**config.mk**
```make
export PLATFORM = sky130hd
export DESIGN_NAME = interrupt_interface
export DESIGN_NICKNAME = d
export VERILOG_FILES = /design/src/rtl/interrupt_interface_pkg.sv /design/src/rtl/interrupt_interface_int_priority_sel.sv /design/src/rtl/interrupt_interface.sv
export SDC_FILE = /design/constraint.sdc
export NUM_CORES = 1
export LEC_CHECK = 0
export BUFFER_PORTS_ARGS = -buffer_cell sky130_fd_sc_hd__buf_4
export CORE_UTILIZATION = 28
export CTS_CLUSTER_SIZE = 25
export DETAILED_ROUTE_END_ITERATION = 16
export PLACE_DENSITY = 0.8
export RECOVER_POWER = 100
export REMOVE_ABC_BUFFERS = 1
export SYNTH_ARGS = -nofsm -noshare
export SYNTH_HDL_FRONTEND = slang
export SYNTH_HIERARCHICAL = 1
export SYNTH_SLANG_ARGS = --single-unit
```
**constraint.sdc**
```tcl
create_clock -name clk -period 1.64 [get_ports clk]
set_input_delay 0.328 -clock clk [delete_from_list [all_inputs] [get_ports clk]]
set_output_delay 0.328 -clock clk [all_outputs]
set_load 0.02 [all_outputs]
```
**src/rtl/interrupt_interface_pkg.sv**
```systemverilog
// Shared definitions for the machine-mode interrupt interface: cause codes,
// pending-bit positions, the handshake FSM encoding and a cause lookup helper.
// Build option: INTIF_EXT_INT_EN enables the external interrupt (MEIP) path.

`ifndef REG_DATA_WIDTH
`define REG_DATA_WIDTH 32
`endif

package interrupt_interface_pkg;

    localparam int REG_DATA_WIDTH = `REG_DATA_WIDTH;
    localparam int CAUSE_WIDTH    = 4;

    // mcause exception codes for machine-mode interrupts
    localparam logic [CAUSE_WIDTH-1:0] INT_CAUSE_MSI = 4'd3;
    localparam logic [CAUSE_WIDTH-1:0] INT_CAUSE_MTI = 4'd7;
    localparam logic [CAUSE_WIDTH-1:0] INT_CAUSE_MEI = 4'd11;

    // Global interrupt enable inside mstatus
    localparam int MSTATUS_MIE_BIT = 3;

    // Bit positions of the pending/enable bits in mip/mie
    localparam int MIP_MSIP_BIT = 3;
    localparam int MIP_MTIP_BIT = 7;
    localparam int MIP_MEIP_BIT = 11;

    // Index of each source inside the compact 3-bit pending/enabled vectors
    localparam int SRC_MSI = 0;
    localparam int SRC_MTI = 1;
    localparam int SRC_MEI = 2;

    typedef enum logic [1:0] {
        IDLE = 2'd0,
        REQ  = 2'd1,
        HOLD = 2'd2
    } intif_state_t;

    // True when the source that owns 'cause' is still enabled
    function automatic logic cause_is_enabled(input logic [2:0]             enabled,
                                              input logic [CAUSE_WIDTH-1:0] cause);
        logic hit;
        hit = 1'b0;
        case (cause)
            INT_CAUSE_MSI: hit = enabled[SRC_MSI];
            INT_CAUSE_MTI: hit = enabled[SRC_MTI];
            INT_CAUSE_MEI: hit = enabled[SRC_MEI];
            default:       hit = 1'b0;
        endcase
        return hit;
    endfunction

endpackage

```
**src/rtl/interrupt_interface_int_priority_sel.sv**
```systemverilog
// Fixed-priority selector: MEI > MSI > MTI. Purely combinational.
// Build option: INTIF_EXT_INT_EN (the MEI input is simply 0 when disabled).

module int_priority_sel
    import interrupt_interface_pkg::*;
(
    input  logic [2:0]             enabled,
    output logic                   valid,
    output logic [CAUSE_WIDTH-1:0] cause
);

    // Pick the highest-priority enabled source
    always_comb begin
        // NOTE: every output gets a default first so no path leaves it unassigned (no latch).
        valid = 1'b0;
        cause = '0;
        if (enabled[SRC_MEI]) begin
            valid = 1'b1;
            cause = INT_CAUSE_MEI;
        end else if (enabled[SRC_MSI]) begin
            valid = 1'b1;
            cause = INT_CAUSE_MSI;
        end else if (enabled[SRC_MTI]) begin
            valid = 1'b1;
            cause = INT_CAUSE_MTI;
        end
    end

endmodule

```
**src/rtl/interrupt_interface.sv**
```systemverilog
// Machine-mode interrupt interface between the CLINT and commit.
// Registers the interrupt levels (mip view), qualifies them with mie and
// mstatus.MIE, selects a cause by fixed priority and runs a request/ack
// handshake with commit (IDLE -> REQ -> HOLD -> IDLE).
// Build option: define INTIF_EXT_INT_EN to add the external interrupt input.

module interrupt_interface
    import interrupt_interface_pkg::*;
#(
    parameter int MCAUSE_WIDTH = `REG_DATA_WIDTH
) (
    input  logic                       clk,
    input  logic                       rst,
    input  logic                       all_intif_int_software_req,
    input  logic                       all_intif_int_timer_req,
`ifdef INTIF_EXT_INT_EN
    input  logic                       all_intif_int_ext_req,
`endif
    input  logic [`REG_DATA_WIDTH-1:0] csr_intif_mie_data,
    input  logic [`REG_DATA_WIDTH-1:0] csr_intif_mstatus_data,
    output logic [`REG_DATA_WIDTH-1:0] intif_csr_mip_data,
    output logic                       intif_commit_has_interrupt,
    output logic [MCAUSE_WIDTH-1:0]    intif_commit_mcause_data,
    input  logic                       commit_intif_ack
);

    logic [2:0]             pend_d;
    logic [2:0]             pend_q;
    logic [2:0]             mie_bits;
    logic [2:0]             enabled;
    logic                   sel_valid;
    logic [CAUSE_WIDTH-1:0] sel_cause;
    intif_state_t           state_q;
    intif_state_t           state_d;
    logic [CAUSE_WIDTH-1:0] cause_q;
    logic [CAUSE_WIDTH-1:0] cause_d;

    // Raw request levels in compact source order
    always_comb begin
        pend_d          = '0;
        pend_d[SRC_MSI] = all_intif_int_software_req;
        pend_d[SRC_MTI] = all_intif_int_timer_req;
`ifdef INTIF_EXT_INT_EN
        pend_d[SRC_MEI] = all_intif_int_ext_req;
`endif
    end

    // Pending register samples the request levels every cycle
    always_ff @(posedge clk or posedge rst) begin
        if (rst) begin
            pend_q <= '0;
        end else begin
            // NOTE: sequential state uses non-blocking assignments so all registers update together.
            pend_q <= pend_d;
        end
    end

    // mip view: only MSIP/MTIP/MEIP can ever be set
    always_comb begin
        intif_csr_mip_data               = '0;
        intif_csr_mip_data[MIP_MSIP_BIT] = pend_q[SRC_MSI];
        intif_csr_mip_data[MIP_MTIP_BIT] = pend_q[SRC_MTI];
        intif_csr_mip_data[MIP_MEIP_BIT] = pend_q[SRC_MEI];
    end

    // Qualify pending sources with mie and the global enable
    always_comb begin
        mie_bits          = '0;
        mie_bits[SRC_MSI] = csr_intif_mie_data[MIP_MSIP_BIT];
        mie_bits[SRC_MTI] = csr_intif_mie_data[MIP_MTIP_BIT];
        mie_bits[SRC_MEI] = csr_intif_mie_data[MIP_MEIP_BIT];
        enabled           = pend_q & mie_bits & {3{csr_intif_mstatus_data[MSTATUS_MIE_BIT]}};
    end

    int_priority_sel u_int_priority_sel (
        .enabled (enabled),
        .valid   (sel_valid),
        .cause   (sel_cause)
    );

    // Handshake state and latched cause
    always_ff @(posedge clk or posedge rst) begin
        if (rst) begin
            state_q <= IDLE;
            cause_q <= '0;
        end else begin
            state_q <= state_d;
            cause_q <= cause_d;
        end
    end

    // Next-state logic: latch a cause in IDLE, hold it through REQ, one quiet HOLD cycle after ack
    always_comb begin
        state_d = state_q;
        cause_d = cause_q;
        case (state_q)
            IDLE: begin
                if (sel_valid) begin
                    state_d = REQ;
                    cause_d = sel_cause;
                end
            end
            REQ: begin
                // Ack wins over a simultaneous withdrawal: commit already owns the trap
                if (commit_intif_ack) begin
                    state_d = HOLD;
                end else if (!cause_is_enabled(enabled, cause_q)) begin
                    state_d = IDLE;
                end
            end
            HOLD:    state_d = IDLE;
            default: state_d = IDLE;
        endcase
    end

    // Outputs decode straight from registers so reset drops them without a clock edge
    always_comb begin
        intif_commit_has_interrupt = (state_q == REQ);
        intif_commit_mcause_data   = '0;
        if (state_q == REQ) begin
            intif_commit_mcause_data                  = MCAUSE_WIDTH'(cause_q);
            intif_commit_mcause_data[MCAUSE_WIDTH-1]  = 1'b1;
        end
    end

    // Only bits 3/7/11 of mie and bit 3 of mstatus are consumed
    logic unused_csr_bits;
    assign unused_csr_bits = ^{csr_intif_mie_data, csr_intif_mstatus_data};

endmodule

```
==> results_dict.tcl, run 1 <==
set metrics [dict create \
    status "finished, final reports clean" \
    period_needed_ps 1560 \
    fp-row-count 19 \
    syn_avg_cell_area_um2 9.04 \
    critical_path_arrival_ps 1690 \
    ys_seq_area_frac 0.241 \
    cp_top_family "simple AND/OR/NAND/NOR gates" \
    cts_tree "yes" \
    clk_pin_slew_ps 50 \
    root_buffer "clkbuf_4" \
    grt_max_degree 9 \
    power.density_mw_per_mm2 935 \
    cts_resized 0 \
    fillers 308 \
    start_kind "flop" \
    die_height_um 56.5 \
    path_buf_inv 0 \
    ir_drop_mv 0.446 \
    hold_buffers 0 \
    avgRoutedWirePerCell_um 7.04 \
    grt_pass1_vias 369 \
    drive_above_1_share 0.202 \
    drv_slew 0 \
    nets 180 \
    core_area_mm2 0.00278 \
    end_kind "flop" \
    ys_warn_count 6 \
    hold_viol_final 0 \
    fin_skew_ps 1.93 \
    diodes 0 \
    grt_pass1_wl_mm 1.51 \
    leakage_uw 0.000440 \
    max_cap_viol_count 0 \
    critPathKind "flop to flop" \
    numCtsBuffers 3 \
    htreeDepth 1 \
    ios 134 \
    synth_seq_cells 8 \
    area_growth_pct -9.02 \
    globalplace.congestion 0.716 \
    ant_nets 0 \
    hold_path_class "input port to async pin" \
    rsz0062_at_grt "false" \
    setup_viol 0 \
    setup-tns-final_ps 0 \
    fmax_ghz 0.643 \
    grt_usage 0.0636 \
    antenna_found_initial 0 \
    dr.pass1.iters 2 \
    drt-met1-wl_um 330 \
    clock_latency_ps 250 \
    timing.critical_path.cells "and3_1 -> or3_1 -> nor3b_4 -> mux2_2" \
    wl_met3_um 146 \
    dieArea_mm2 0.00319 \
    gr-total-overflow 0 \
    hpwl_um 867 \
    drt-total-wl_um 986 \
    syn_inst 92 \
    num_vias 457 \
    cpPeakStageDelay_ps 400 \
    syn-cell-area_um2 832 \
    slowest_stage "dfrtp_1" \
    cp_data_required_time_ps 1770 \
    io_buffer_count 15 \
    wl_met2_um 508 \
    clockBufferDepth 2 \
    drt_iter0_markers 2 \
    drc 0 \
    fin_crit_sh 0.949 \
    via_per_inst 3.26 \
    cp_max_fo 5 \
    yosysUniqueCellTypes 16 \
    cts_setup_buffers 0 \
    finalPower_uw 708 \
    die_w_um 56.5 \
    cts_sinks 8 \
    maxUsedRoutingLayer "met3" \
    start_util 0.299 \
]
cells by family after synthesis:
logic type      share of synthesized area
buf+inv                             0.555
simple gates                        0.129
flops                               0.241
mux                                0.0541
compound gates                     0.0165
other cells                       0.00451
final timing paths:
kind	slack [ps]	startpoint	endpoint	cells past startpoint
min in group clk	200	all_intif_int_timer_req	pend_q[1]	1
worst max-delay path	80	pend_q[1]	cause_q[0]	4
worst min register to register	510	cause_q[1]	cause_q[1]	1
worst min-delay path	20	rst	cause_q[1]	2
max in group asynchronous	1390	rst	cause_q[0]	2
worst max register to register	80	pend_q[1]	cause_q[0]	4
layout make-up:
class	instances	area [um^2]	area share
Multi-Input combinational cell	81	392	0.517
Clock buffer	3	22.5	0.0298
Tap cell	31	38.8	0.0512
Timing Repair Buffer	16	100	0.132
Sequential cell	8	200	0.264
Inverter	1	3.75	0.00496
layer usage:
metal,global-route usage,vias to the layer above
met2,0.111,54
met1,0.0641,200
met5,0,-
met3,0.0138,0
met4,0.0523,0
li1,-,203
where the power goes:
part	internal (uW)	switching, uW	leakage [uW]
Combinational	90.3	208	0.000330
Clock	83.6	65.1	0.0000138
Sequential	234	27.0	0.0000966
cell usage after synthesis, drive strengths merged:
library cell	count	share of area
buf	61	0.55
dfrtp	8	0.24
and2	5	0.038
mux2	4	0.054
and3	2	0.015
nand2	2	0.0090
nor3b	2	0.032
a31o	1	0.011
conb	1	0.0045
inv	1	0.0045
nand3	1	0.0060
nor2b	1	0.017
nor3	1	0.0060
o21ai	1	0.0060
or3	1	0.0075
cells in the final DEF (no fill, tap or decap):
cell	instances
dfrtp_1	8
nor3_1	1
nor2b_4	1
and2_1	4
nor3b_4	1
clkbuf_4	6
and3_1	2
conb_1	60
clkbuf_1	4
and2_0	1
o21ai_0	1
nand3_1	1
nor3b_1	1
clkbuf_2	2
inv_1	1
mux2_2	4
buf_4	7
a31o_2	1
or3_1	1
nand2_1	2
metrics by stage:
step | cells | setup WS (ps) | util | hold slack (ps) | area [um^2]
final | 140 | 83.8 | 0.272 | 23.0 | 757
after detailed placement | 137 | 17.8 | 0.271 | 298 | 754
after floorplan | 90 | 62.2 | - | 144 | 596
after global placement | 137 | 42.0 | 0.271 | 290 | 754
after global routing | 140 | 19.4 | 0.272 | 42.2 | 757
after CTS | 140 | 72.9 | 0.279 | 26.7 | 777
sequential cells by signal (all words and copies together) (netlist names):
name and count:
cause_q 4, pend_q 2, state_q 2
(Power assumes the default switching activity.)
==> inputs of run 2 (changes only) <==
- RECOVER_POWER: 100 -> unset
==> results_dict.tcl, run 2 (same netlist as run 1, synthesis figures left out) <==
set metrics [dict create \
    grt_pass1_vias 369 \
    diodes 0 \
    p_switching_uw 301 \
    num_vias 457 \
    drc 0 \
    reg_top3 "cause_q: 4 flops, pend_q: 2 flops, state_q: 2 flops" \
    die_w_um 56.5 \
    io_buffer_count 15 \
    ios 134 \
    rsz0062_at_grt "false" \
    via_per_inst 3.26 \
    p_int_uw 422 \
    cts_sinks 8 \
    start_kind "flop" \
    p_sw_frac 0.416 \
    ir_drop_mv 0.449 \
    numCtsBuffers 3 \
    layout_commonest_cell "conb_1" \
    grt_pass1_wl_mm 1.51 \
    dr.pass1.iters 2 \
    cts_resized 0 \
    antenna_found_initial 0 \
    final_cell_mix "conb_1, buf_4, dfrtp_1" \
    fin_crit_sh 0.952 \
    largest_reg_flops 4 \
    drt-total-wl_um 989 \
    period_needed_ps 1560 \
    power.density_mw_per_mm2 930 \
    power_frac_comb 0.434 \
    cts_tree "yes" \
    globalplace.congestion 0.716 \
    max_cap_viol_count 0 \
    drive_above_1_share 0.239 \
    hold_viol_final 0 \
    critical_path_arrival_ps 1690 \
    nets 180 \
    place_area_um2 754 \
    fin_skew_ps 1.94 \
    cp_max_fo 5 \
    clkPwrFrac 0.205 \
    fillers 299 \
    whs_ps 22.2 \
    hpwl_um 867 \
    setup-tns-final_ps 0 \
    clockBufferDepth 2 \
    top_register "cause_q" \
    finalPower_uw 723 \
    end_kind "flop" \
    root_buffer "clkbuf_4" \
    hold_path_class "input port to async pin" \
    p_seq_frac 0.361 \
    drv_slew 0 \
    core_area_mm2 0.00278 \
    hold_buffers 0 \
    cp_data_required_time_ps 1770 \
    preCtsSetupSlack_ps 17.8 \
    stdcell_area_um2 777 \
    dieArea_mm2 0.00319 \
    htreeDepth 1 \
    leakage_uw 0.000458 \
    status "finished, final reports clean" \
    clock_latency_ps 250 \
    area_growth_pct -6.62 \
    fmax_ghz 0.640 \
    critPathKind "flop to flop" \
    setup_ws_ps 78.7 \
    grt_usage 0.0636 \
    grt_max_degree 9 \
    die_height_um 56.5 \
    avgRoutedWirePerCell_um 7.06 \
    drt_iter0_markers 2 \
    clk_pin_slew_ps 50 \
    setup_viol 0 \
    gr-total-overflow 0 \
    ant_nets 0 \
    fp-row-count 19 \
    start_util 0.299 \
    cts_setup_buffers 0 \
]
## run 2: worst max-delay path: stages (launching register included)
cell and delay, ps:
dfrtp_1 400, and3_1 180, or3_1 400, nor3b_4 190, mux2_2 280
## run 2: metal layers
metal | global-route usage | routed length (um)
met1 | 0.0641 | 330
met2 | 0.111 | 510
met3 | 0.0138 | 148
met4 | 0.0523 | 0
met5 | 0 | 0
## run 2: cell type report
type	instances	area, um^2	area share
inverter	1	3.75	0.00483
tap	31	38.8	0.0499
timing repair buffer	16	120	0.155
multi-input combinational	81	392	0.504
sequential	8	200	0.258
clock buffer	3	22.5	0.0290
## run 2: power groups by stage
stage                     registers, uW  clock network (uW)  logic [uW]
after global routing                267                 165         337
after detailed placement            266                   0         315
after floorplan                     261                   0         233
after global placement              261                   0         308
final                               261                 148         314
after CTS                           262                 156         315
## run 2: worst paths after layout
check                                        start    endpoint  slack (ps)  cells after the start
setup / recovery                         pend_q[1]  cause_q[0]          80                      4
hold / removal                                 rst  cause_q[1]          20                      2
setup reg to reg                         pend_q[1]  cause_q[0]          80                      4
hold reg to reg                         cause_q[1]  cause_q[1]         510                      1
max in group asynchronous                      rst   pend_q[0]        1390                      2
min in group clk           all_intif_int_timer_req   pend_q[1]         180                      1
## run 2: stage by stage
step	utilization	cells
after detailed placement	0.271	137
after global routing	0.279	140
after floorplan	-	90
final	0.279	140
after global placement	0.271	137
after CTS	0.279	140
